`src/rtl/pipe_hazard_ctrl_pkg.sv`:
```
// Shared definitions for the pipeline hazard controller and its neighbours.
package pipe_hazard_ctrl_pkg;

    localparam int REG_ADDR_WIDTH     = 5;
    localparam int DIV_CYCLES_DEFAULT = 32;

    typedef enum logic [1:0] {
        RUN      = 2'd0,
        DIV_WAIT = 2'd1,
        DIV_DONE = 2'd2
    } hz_state_t;

endpackage

```
`src/rtl/hz_load_use_cmp.sv`:
```
// Load-use comparator: flags an ID instruction that reads the register a load in EX is about to write.
module hz_load_use_cmp #(
    parameter int RegAddrWidth = 5
) (
    input  logic [RegAddrWidth-1:0] raddr_1,
    input  logic [RegAddrWidth-1:0] raddr_2,
    input  logic                    use_rs,
    input  logic                    use_rt,
    input  logic                    read_mem,
    input  logic                    write_reg,
    input  logic [RegAddrWidth-1:0] waddr,
    output logic                    lu_hit
);

    // $zero is never a real dependency, so a write to it never stalls
    always_comb begin
        lu_hit = read_mem && write_reg && (waddr != '0) &&
                 ((use_rs && (raddr_1 == waddr)) || (use_rt && (raddr_2 == waddr)));
    end

endmodule

```
`src/rtl/pipe_hazard_ctrl.sv`:
```
// Central stall/flush controller for the five-stage pipeline.
//
// state    | meaning
// ---------+----------------------------------------------------------
// RUN      | normal flow; a divide entering EX starts the countdown
// DIV_WAIT | divide occupying EX, cnt counts the remaining stall cycles
// DIV_DONE | divide leaving EX; its div_start_EX is ignored
module pipe_hazard_ctrl
    import pipe_hazard_ctrl_pkg::*;
#(
    parameter int RegAddrWidth = REG_ADDR_WIDTH,
    parameter int DIV_CYCLES   = DIV_CYCLES_DEFAULT,
    parameter int CNT_W        = $clog2(DIV_CYCLES),
    parameter int STALL_CNT_W  = 16
) (
    input  logic                    clk,
    input  logic                    rst,
    input  logic [RegAddrWidth-1:0] raddr_1_ID,
    input  logic [RegAddrWidth-1:0] raddr_2_ID,
    input  logic                    use_rs_ID,
    input  logic                    use_rt_ID,
    input  logic                    ReadMem_EX,
    input  logic                    WriteReg_EX,
    input  logic [RegAddrWidth-1:0] waddr_EX,
    input  logic                    div_start_EX,
    input  logic                    branch_taken_ID,
    input  logic                    mem_req_MEM,
    input  logic                    mem_ready_MEM,
    output logic                    hold_pc,
    output logic                    hold_IF_ID,
    output logic                    hold_ID_EX,
    output logic                    hold_EX_MEM,
    output logic                    flush_IF_ID,
    output logic                    flush_ID_EX,
    output logic                    flush_EX_MEM,
    output logic                    flush_MEM_WB,
    output logic                    div_busy,
    output logic [STALL_CNT_W-1:0]  stall_cycles
);

    hz_state_t        state, state_next;
    logic [CNT_W-1:0] cnt, cnt_next;
    logic             lu_hit;
    logic             mem_stall;

    hz_load_use_cmp #(.RegAddrWidth(RegAddrWidth)) u_lu_cmp (
        .raddr_1   (raddr_1_ID),
        .raddr_2   (raddr_2_ID),
        .use_rs    (use_rs_ID),
        .use_rt    (use_rt_ID),
        .read_mem  (ReadMem_EX),
        .write_reg (WriteReg_EX),
        .waddr     (waddr_EX),
        .lu_hit    (lu_hit)
    );

    assign mem_stall = mem_req_MEM && !mem_ready_MEM;

    // State, divide countdown and stall statistics
    always_ff @(posedge clk or negedge rst) begin
        if (!rst) begin
            state        <= RUN;
            cnt          <= '0;
            stall_cycles <= '0;
        end else begin
            state <= state_next;
            cnt   <= cnt_next;
            if (hold_pc && (stall_cycles != '1)) begin
                stall_cycles <= stall_cycles + STALL_CNT_W'(1);
            end
        end
    end

    // Next state plus prioritised hold/flush decode; everything is quiet while in reset
    always_comb begin
        state_next   = state;
        cnt_next     = cnt;
        hold_pc      = 1'b0;
        hold_IF_ID   = 1'b0;
        hold_ID_EX   = 1'b0;
        hold_EX_MEM  = 1'b0;
        flush_IF_ID  = 1'b0;
        flush_ID_EX  = 1'b0;
        flush_EX_MEM = 1'b0;
        flush_MEM_WB = 1'b0;
        div_busy     = 1'b0;

        if (rst) begin
            unique case (state)
                RUN: begin
                    if (div_start_EX && !mem_stall) begin
                        state_next = DIV_WAIT;
                        cnt_next   = CNT_W'(DIV_CYCLES - 1);
                        div_busy   = 1'b1;
                    end
                end
                DIV_WAIT: begin
                    // The divider keeps running even while memory stalls the pipe
                    cnt_next = cnt - CNT_W'(1);
                    div_busy = 1'b1;
                    if (cnt == CNT_W'(1)) begin
                        state_next = DIV_DONE;
                    end
                end
                DIV_DONE: begin
                    if (!mem_stall) begin
                        state_next = RUN;
                    end
                end
                default: state_next = RUN;
            endcase

            if (mem_stall) begin
                hold_pc      = 1'b1;
                hold_IF_ID   = 1'b1;
                hold_ID_EX   = 1'b1;
                hold_EX_MEM  = 1'b1;
                flush_MEM_WB = 1'b1;
            end else if ((state == DIV_WAIT) || ((state == RUN) && div_start_EX)) begin
                hold_pc      = 1'b1;
                hold_IF_ID   = 1'b1;
                hold_ID_EX   = 1'b1;
                flush_EX_MEM = 1'b1;
            end else if (lu_hit) begin
                hold_pc      = 1'b1;
                hold_IF_ID   = 1'b1;
                flush_ID_EX  = 1'b1;
            end

            // A stalled branch stays in ID and is re-evaluated next cycle
            flush_IF_ID = branch_taken_ID && !hold_IF_ID;
        end
    end

endmodule

```
`config.mk`:
```
export PLATFORM = sky130hd
export DESIGN_NAME = pipe_hazard_ctrl
export DESIGN_NICKNAME = d
export VERILOG_FILES = /design/src/rtl/pipe_hazard_ctrl_pkg.sv /design/src/rtl/hz_load_use_cmp.sv /design/src/rtl/pipe_hazard_ctrl.sv
export SDC_FILE = /design/constraint.sdc
export NUM_CORES = 1
export LEC_CHECK = 0
export CORE_MARGIN = 1.5
export CORE_UTILIZATION = 44
export DETAILED_ROUTE_END_ITERATION = 6
export PLACE_DENSITY = 0.89
export SYNTH_ARGS = -nofsm -noshare
export SYNTH_HDL_FRONTEND = slang
export SYNTH_SLANG_ARGS = --single-unit
```
`constraint.sdc`:
```
create_clock -name clk -period 2.4 [get_ports clk]
set_input_delay 0.48 -clock clk [delete_from_list [all_inputs] [get_ports clk]]
set_output_delay 0.48 -clock clk [all_outputs]
set_load 0.1 [all_outputs]
```
==> results.md, run 1 <==
Power and ir drop:
- IR analysis of the VDD net gives a maximum drop of 0.00125 V.
- The cell-internal power is 888 uW.
- Of the total power, the share spent switching nets is 52.2%.
- The fraction of power consumed by the clock network is 10.1%.
- Summed over all nets, the switching power comes to 970 uW.
- The combinational share of power is 56.1%.
- The leakage component of the power is 1.04 nW.
- In this run, flip-flops and latches consume 33.7% of the power.
- The total power is 1.86 mW.
- Power spread over the standard cell area amounts to 855 nW/um^2.

Logic synthesis:
- By area the synthesized netlist is led by dfrtp_1 42%, xor2_1 8.4%, xnor2_1 7.7%.
- The cell count after synthesis came out at 147.
- The top cell type by total area after synthesis is dfrtp_1.
- The cell area that synthesis handed to floorplanning was 1360 um^2.
- The fraction of synthesized cell area taken by the top area cell type is 42.2%.
- In this run, synthesis produced a sequential element count of 23.
- Counting every net in the synthesized netlist gives 175.
- The count of unique library cells instantiated by Yosys is 31.
- The proportion of synthesized chip area in sequential cells is 42.2%.
- The average instance in the mapped netlist occupies 9.27 um^2.
- For this run, the number of Yosys warnings is 0.

Timing:
- For the pin with the worst max-slew slack, the measured transition is 0.377 ns.
- After layout, the minimum clock period comes to 2.34 ns.
- The worst max-slew margin expressed relative to the limit is 74.5%.
- The minimum setup slack in the final design is 0.0556 ns.
- The final max-slew violation count is 0.
- The final clock skew is 0.0150 ns.
- Hold timing on the final database bottoms out at a slack of 0.493 ns.
- The post-route setup TNS is 0 ns.
- The maximum frequency from static timing analysis is 427 MHz.
- The final number of hold-violating endpoints is 0.
- The worst path uses 97.7% of the clock period.
- The setup-violating endpoint count in the final report is 0.

Detailed routing:
- The DRC violation count after routing is 0.
- Dividing the detail-routed wire length by the instance count gives 15.0 um.
- The routed layout has 1,364 vias.
- The number of nets with antenna violations after routing is 0.
- The number of iterations in the first detailed-routing pass is 4.
- The first-iteration detailed-routing DRC count is 51.
- In the routed layout, each cell is associated on average with a via count of 5.43.
- The routed design has 3.78 mm of wire.

Floorplan:
- The die is 58.7 um tall.
- After floorplanning, the core was sized to cover 3000 um^2.
- From left edge to right edge, the die measures 58.7 um.
- The number of top-level pins is 50.
- The die covers 3440 um^2.
- After floorplanning, the core was divided into 20 placement rows.
- The effective utilization at floorplan is 45.4%.

Clocking:
- TritonCTS built the clock tree.
- No sink is reached through more buffers than the 2 on the longest clock path.
- The insertion delay of the later-clocked pin in the worst-skew pair is 0.33 ns.
- The cell sitting at the root of the clock tree is a clkbuf_4.
- The clock-pin slew on the worst setup and hold paths is 0.14 ns.
- For this design, the sink count on the clock tree is 23.
- After clock tree synthesis, the flow added hold-fix buffers numbering 0.
- The count of H-tree levels built during CTS is 1.
- The number of buffers inserted during clock tree synthesis is 3.

Placement:
- The detailed placer's ending HPWL is 2.90 mm.
- At the end of routability-driven placement, the weighted congestion stood at 0.797.
- Summing all placed instances gives a cell area of 2090 um^2.
- The number of I/O port buffers is 49.
- The post-place setup slack is -0.336 ns.

Finish:
- In the final design database the tool counted 247 nets.
- The layout overhead on the synthesized area is 59.5%.
- In the layout the commonest cells are 36 x buf_4, 14 x nor2_1, 13 x nand2_1, 13 x xor2_1, 13 x dfrtp_2.
- The layout filler cell count is 223.
- Leaving out fill and tap cells, the most frequent cell in the layout is buf_4.
- After routing the design area is 2170 um^2.
- 0 antenna diodes ended up in the layout.
- The share of cells above drive strength 1 is 38.1%.

Global route:
- The global routing usage summed across all routing layers is 23.1%.
- The total overflow left after global routing is 0.
- The via count of the first global-routing pass came to 1,353.
- The number of antenna violations at the first check in global routing was 0.
- The wire length of the first global-routing pass is 6.04 mm.
- The largest net degree at the start of global routing is 15.

Hold path:
- The type of the most critical hold path is register to register.

Worst setup path:
- Along the worst path, the maximum fanout reaches 3.
- STA puts the critical path data arrival time at 1.86 ns.
- The worst path required time is 1.92 ns.
- The sort of element at the start of the critical path is an input port.
- The type of element capturing the critical path is an output port.
- The category of the critical setup timing path is input port to output port.

Run:
- The tool flagged a number of max-cap violations equal to 0.

Run status:
- The run finished with clean final reports.
==> flip-flops by register name, summed over array words and instances (netlist names) <==
register,flops
state,2
cnt,5
stall_cycles,16
==> critical path, cell delays in order <==
cell	delay, ns
clkdlybuf4s15_2	0.22
or3_1	0.32
o311a_1	0.33
nand2_2	0.11
and4_4	0.23
buf_12	0.17
==> cells in the mapped netlist (all sizes together) <==
cell type / instances
nand2: 14
inv: 7
nor3b: 1
dfrtp: 23
nor4: 1
or3: 2
a21oi: 7
and4: 2
nand2b: 3
o21ai: 3
or2: 1
o311a: 2
mux2: 3
o22ai: 1
nor4b: 1
nor2: 18
and3: 2
buf: 3
xnor2: 12
nand3: 10
a22o: 1
ha: 3
a22oi: 1
nand4: 5
clkbuf: 1
xor2: 13
o21a: 1
nor3: 6
==> power groups by stage <==
| stage | clock network, mW | registers [mW] | logic [mW] |
|---|---|---|---|
| after floorplan | 0 | 0.992 | 0.367 |
| after global placement | 0 | 0.623 | 1.02 |
| after detailed placement | 0 | 0.632 | 1.04 |
| after CTS | 0.192 | 0.624 | 1.05 |
| after global routing | 0.208 | 0.641 | 1.10 |
| final | 0.188 | 0.626 | 1.04 |
==> logic make-up after synthesis <==
group / after synthesis / synth area share, %
XOR/XNOR: 25 / 16.1
buffers and inverters: 11 / 4.13
multiplexers: 3 / 2.48
flip-flops: 23 / 42.2
adder cells (fa/ha/maj): 3 / 2.76
AO/OA/AOI/OAI: 16 / 8.36
AND/OR/NAND/NOR: 66 / 24.0
==> metal layers <==
layer / wire length [um] / track usage [%] / up-vias
li1: - / - / 645
met1: 1420 / 26.8 / 655
met2: 2080 / 41.4 / 54
met3: 192 / 4.18 / 10
met4: 83 / 10.4 / 0
met5: 0 / 0 / -
==> path summary, 6_finish.rpt <==
check	endpoint	slack, ns	depth (start not counted)	from
worst max-delay path	flush_IF_ID	0.06	6	waddr_EX[3]
worst min-delay path	stall_cycles[4]$_DFFE_PN0P_	0.49	1	stall_cycles[4]$_DFFE_PN0P_
worst max register to register	stall_cycles[1]$_DFFE_PN0P_	0.21	7	stall_cycles[0]$_DFFE_PN0P_
worst min register to register	stall_cycles[4]$_DFFE_PN0P_	0.49	1	stall_cycles[4]$_DFFE_PN0P_
max in group asynchronous	stall_cycles[9]$_DFFE_PN0P_	1.53	2	rst
min in group asynchronous	stall_cycles[11]$_DFFE_PN0P_	0.66	2	rst
==> stage by stage <==
| stage | cells | util (%) |
|---|---|---|
| 6_report | 251 | 72.4 |
| 5_1_grt | 251 | 72.4 |
| 4_1_cts | 250 | 72.3 |
| 2_1_floorplan | 147 | - |
| 3_3_place_gp | 238 | 69.7 |
| 3_5_place_dp | 238 | 69.7 |
==> cell type report <==
cell class	instances	area, um^2	area share (%)
inverters	7	26.3	1.21
flip-flops and latches	23	599	27.6
repair buffers	71	691	31.8
clock buffers	3	22.5	1.04
multi-input cells	113	786	36.2
clock inverters	1	7.51	0.345
well taps	33	41.3	1.90
==> repair_timing <==
action	4_1_cts	5_1_grt
endpoints found under the setup margin	4	5
gates resized for setup	27	5
buffers inserted	8	1
pin swaps	16	8
endpoints found under the hold margin	0	0
(Power assumes the default switching activity.)
==> inputs of run 2 (changes only) <==
Settings changed: CORE_ASPECT_RATIO set to 2, CORE_UTILIZATION 44 to 47, PLACE_DENSITY 0.89 to 0.94, SKIP_LAST_GASP set to 1.
Clock period 2.4 ns to 2.8 ns, I/O delays scaled along.
==> results.md, run 2 (same netlist as run 1, synthesis figures left out) <==
Run status:
- The flow ran to the end, and the final reports show no timing, DRC or antenna violations.

Detailed routing:
- The average vias per placed instance is 5.52.
- After detailed routing, the total wire length is 3.75 mm.
- The detailed-route via count is 1,303.
- In this run the remaining antenna-violating nets after routing total 0.
- Dividing the detail-routed wire length by the instance count gives 15.9 um.
- The pre-antenna-repair detailed-routing pass consisted of 5 iterations.
- The DRC violation count after routing is 0.
- The first-iteration detailed-routing DRC count is 16.

Floorplan:
- Measured along the x axis, the die boundary spans 41.1 um.
- The area of the core is 2770 um^2.
- After floorplanning, the core was divided into 27 placement rows.
- The number of top-level pins is 50.
- The floorplan step defined a die boundary enclosing 3250 um^2.
- The effective utilization at floorplan is 49.2%.
- The floorplan step set the die height to 79.1 um.

Timing:
- Setup violations remaining at the end of the flow were counted as 0.
- At the pin with the least slew margin, the transition time is 0.364 ns.
- Setup repair after global routing left no endpoint under its margin.
- The final max-slew violation count is 0.
- The final worst hold slack is 0.525 ns.
- The post-route setup TNS is 0 ns.
- Of the available clock period, the critical path in the final layout requires 95.7%.
- Between clock sinks in the finished design, the worst skew comes to 0.00526 ns.
- The final number of hold-violating endpoints came to 0.
- After layout, the minimum clock period comes to 2.68 ns.
- Headroom to the max-slew limit came out at 75.4%.
- Timing would allow up to 373 MHz.
- The minimum setup slack in the final design is 0.121 ns.

Global route:
- The wire length of the first global-routing pass is 5.71 mm.
- The remaining global-route overflow is 0.
- The number of antenna violations at the first check in global routing is 0.
- The largest net degree at the start of global routing is 19.
- In the global route stage, overall resource usage came out at 25.1%.
- The via count of the first global-routing pass is 1,320.

Placement:
- The wire-length estimate of the detail-placed layout is 2.84 mm.
- The area of placed instances is 2000 um^2.
- The final estimated routing congestion in global placement is 0.887.
- The number of I/O port buffers is 49.
- OpenSTA, run right after detailed placement, puts the worst setup slack at -0.0794 ns.
- The post-placement cell count is 231.

Worst setup path:
- At the worst endpoint, the required time is 2.24 ns.
- The critical path is of the input port to output port type.
- STA classifies the critical path endpoint as an output port.
- Of all nets on the critical path, the largest fanout is 4.
- The sort of element at the start of the critical path is an input port.
- The arrival time of the worst setup path is 2.12 ns.

Finish:
- The fraction of the core area covered by cells at the end of the flow is 75.5%.
- The final antenna diode count is 0.
- The total number of nets in the final design is 236.
- The finished cells cover 2090 um^2.
- The top cell types in the final layout, fill and taps aside, are 27 x buf_4, 21 x dfrtp_1, 19 x clkdlybuf4s50_1.
- The post-layout instance count excluding filler cells is 236.
- The most common cell after layout, fill and taps aside is buf_4.
- In the final layout, the registers with the most flip-flops are stall_cycles x16, cnt x5, state x2.
- The register containing the most flip-flops in the final layout is stall_cycles.
- The layout overhead on the synthesized area is 53.4%.
- The share of cells above drive strength 1 is 25.6%.
- The number of flip-flops under the largest register name is 16.

Power and ir drop:
- The internal portion of the total power is 780 uW.
- Summed over all nets, the switching power comes to 845 uW.
- The design draws 1.63 mW.
- In this run, the combinational gates consume 54.3% of the power.
- The power density over cell area is 777 nW/um^2.
- The worst supply voltage drop on vdd is 0.000967 V.
- The leakage component of the power is 1.02 nW.
- The net switching fraction of the power is 52.0%.
- The register share of total power is 32.5%.
- The fraction of power consumed by the clock network is 13.2%.

Clocking:
- The number of clock sinks is 23.
- Clock-pin slew was measured on the worst setup and hold paths at 0.09 ns.
- The number of buffers inserted during clock tree synthesis is 3.
- At the later pin of the worst-skew pair, clock insertion delay measures 0.27 ns.
- The cell at the root of the clock tree is clkbuf_8.
- The count of H-tree levels built during CTS is 1.
- The maximum count of clock buffers along a single path is 2.
- The clock tree from TritonCTS is done.

Hold path:
- The tightest min-delay check is of the register to register type.

Run:
- The max-capacitance violation count is 0.
run 2: cell types whose count changed in the layout (fill, tap and decap cells not counted), sizes merged:
cell and change:
clkdlybuf4s50 +10, clkbuf -2, buf -13, clkdlybuf4s15 -1
dlymetal6s2s +3, dlygate4sd2 -8
run 2: routing by layer:
metal / wire length (um) / track usage (%) / up-vias
met1: 1320 / 26.7 / 630
li1: - / - / 619
met4: 75 / 12.0 / 0
met5: 0 / 0 / -
met2: 2170 / 43.3 / 47
met3: 186 / 4.47 / 7
run 2: worst max-delay path: stages:
cell and delay (ns):
dlygate4sd2_1 0.28, or3_1 0.36, o311a_1 0.37, nand2_2 0.13
and4_4 0.24, buf_12 0.17
run 2: area by class of cell:
type                            instances  area [um^2]
Multi-Input combinational cell        113          773
Fill cell                             192          679
Timing Repair Buffer                   60          628
Sequential cell                        23          578
Clock buffer                            3         41.3
Tap cell                               29         36.3
Inverter                                7         26.3
Clock inverter                          1         7.51
run 2: power by group through the flow:
stage / registers, mW / clock network, mW / logic [mW]
finish: 0.529 / 0.214 / 0.882
detailed placement: 0.530 / 0 / 0.874
global placement: 0.524 / 0 / 0.848
CTS: 0.525 / 0.220 / 0.881
floorplan: 0.835 / 0 / 0.307
global route: 0.542 / 0.229 / 0.926
run 2: final timing paths:
kind	slack, ns	start	end	depth (start not counted)
setup / recovery	0.12	waddr_EX[1]	flush_IF_ID	6
hold / removal	0.53	stall_cycles[9]$_DFFE_PN0P_	stall_cycles[9]$_DFFE_PN0P_	1
hold reg to reg	0.53	stall_cycles[9]$_DFFE_PN0P_	stall_cycles[9]$_DFFE_PN0P_	1
max in group asynchronous	1.81	rst	stall_cycles[1]$_DFFE_PN0P_	2
setup reg to reg	0.61	stall_cycles[0]$_DFFE_PN0P_	stall_cycles[5]$_DFFE_PN0P_	8
min in group asynchronous	0.75	rst	state[0]$_DFFE_PN0P_	2
run 2: repair_timing:
action                                  CTS  global route
gates resized for setup                   5             5
hold buffers                              0             0
gates cloned                              0             0
setup buffers                             0             1
endpoints found under the hold margin     0             0
endpoints found under the setup margin    3             4
pin swaps                                 0             6
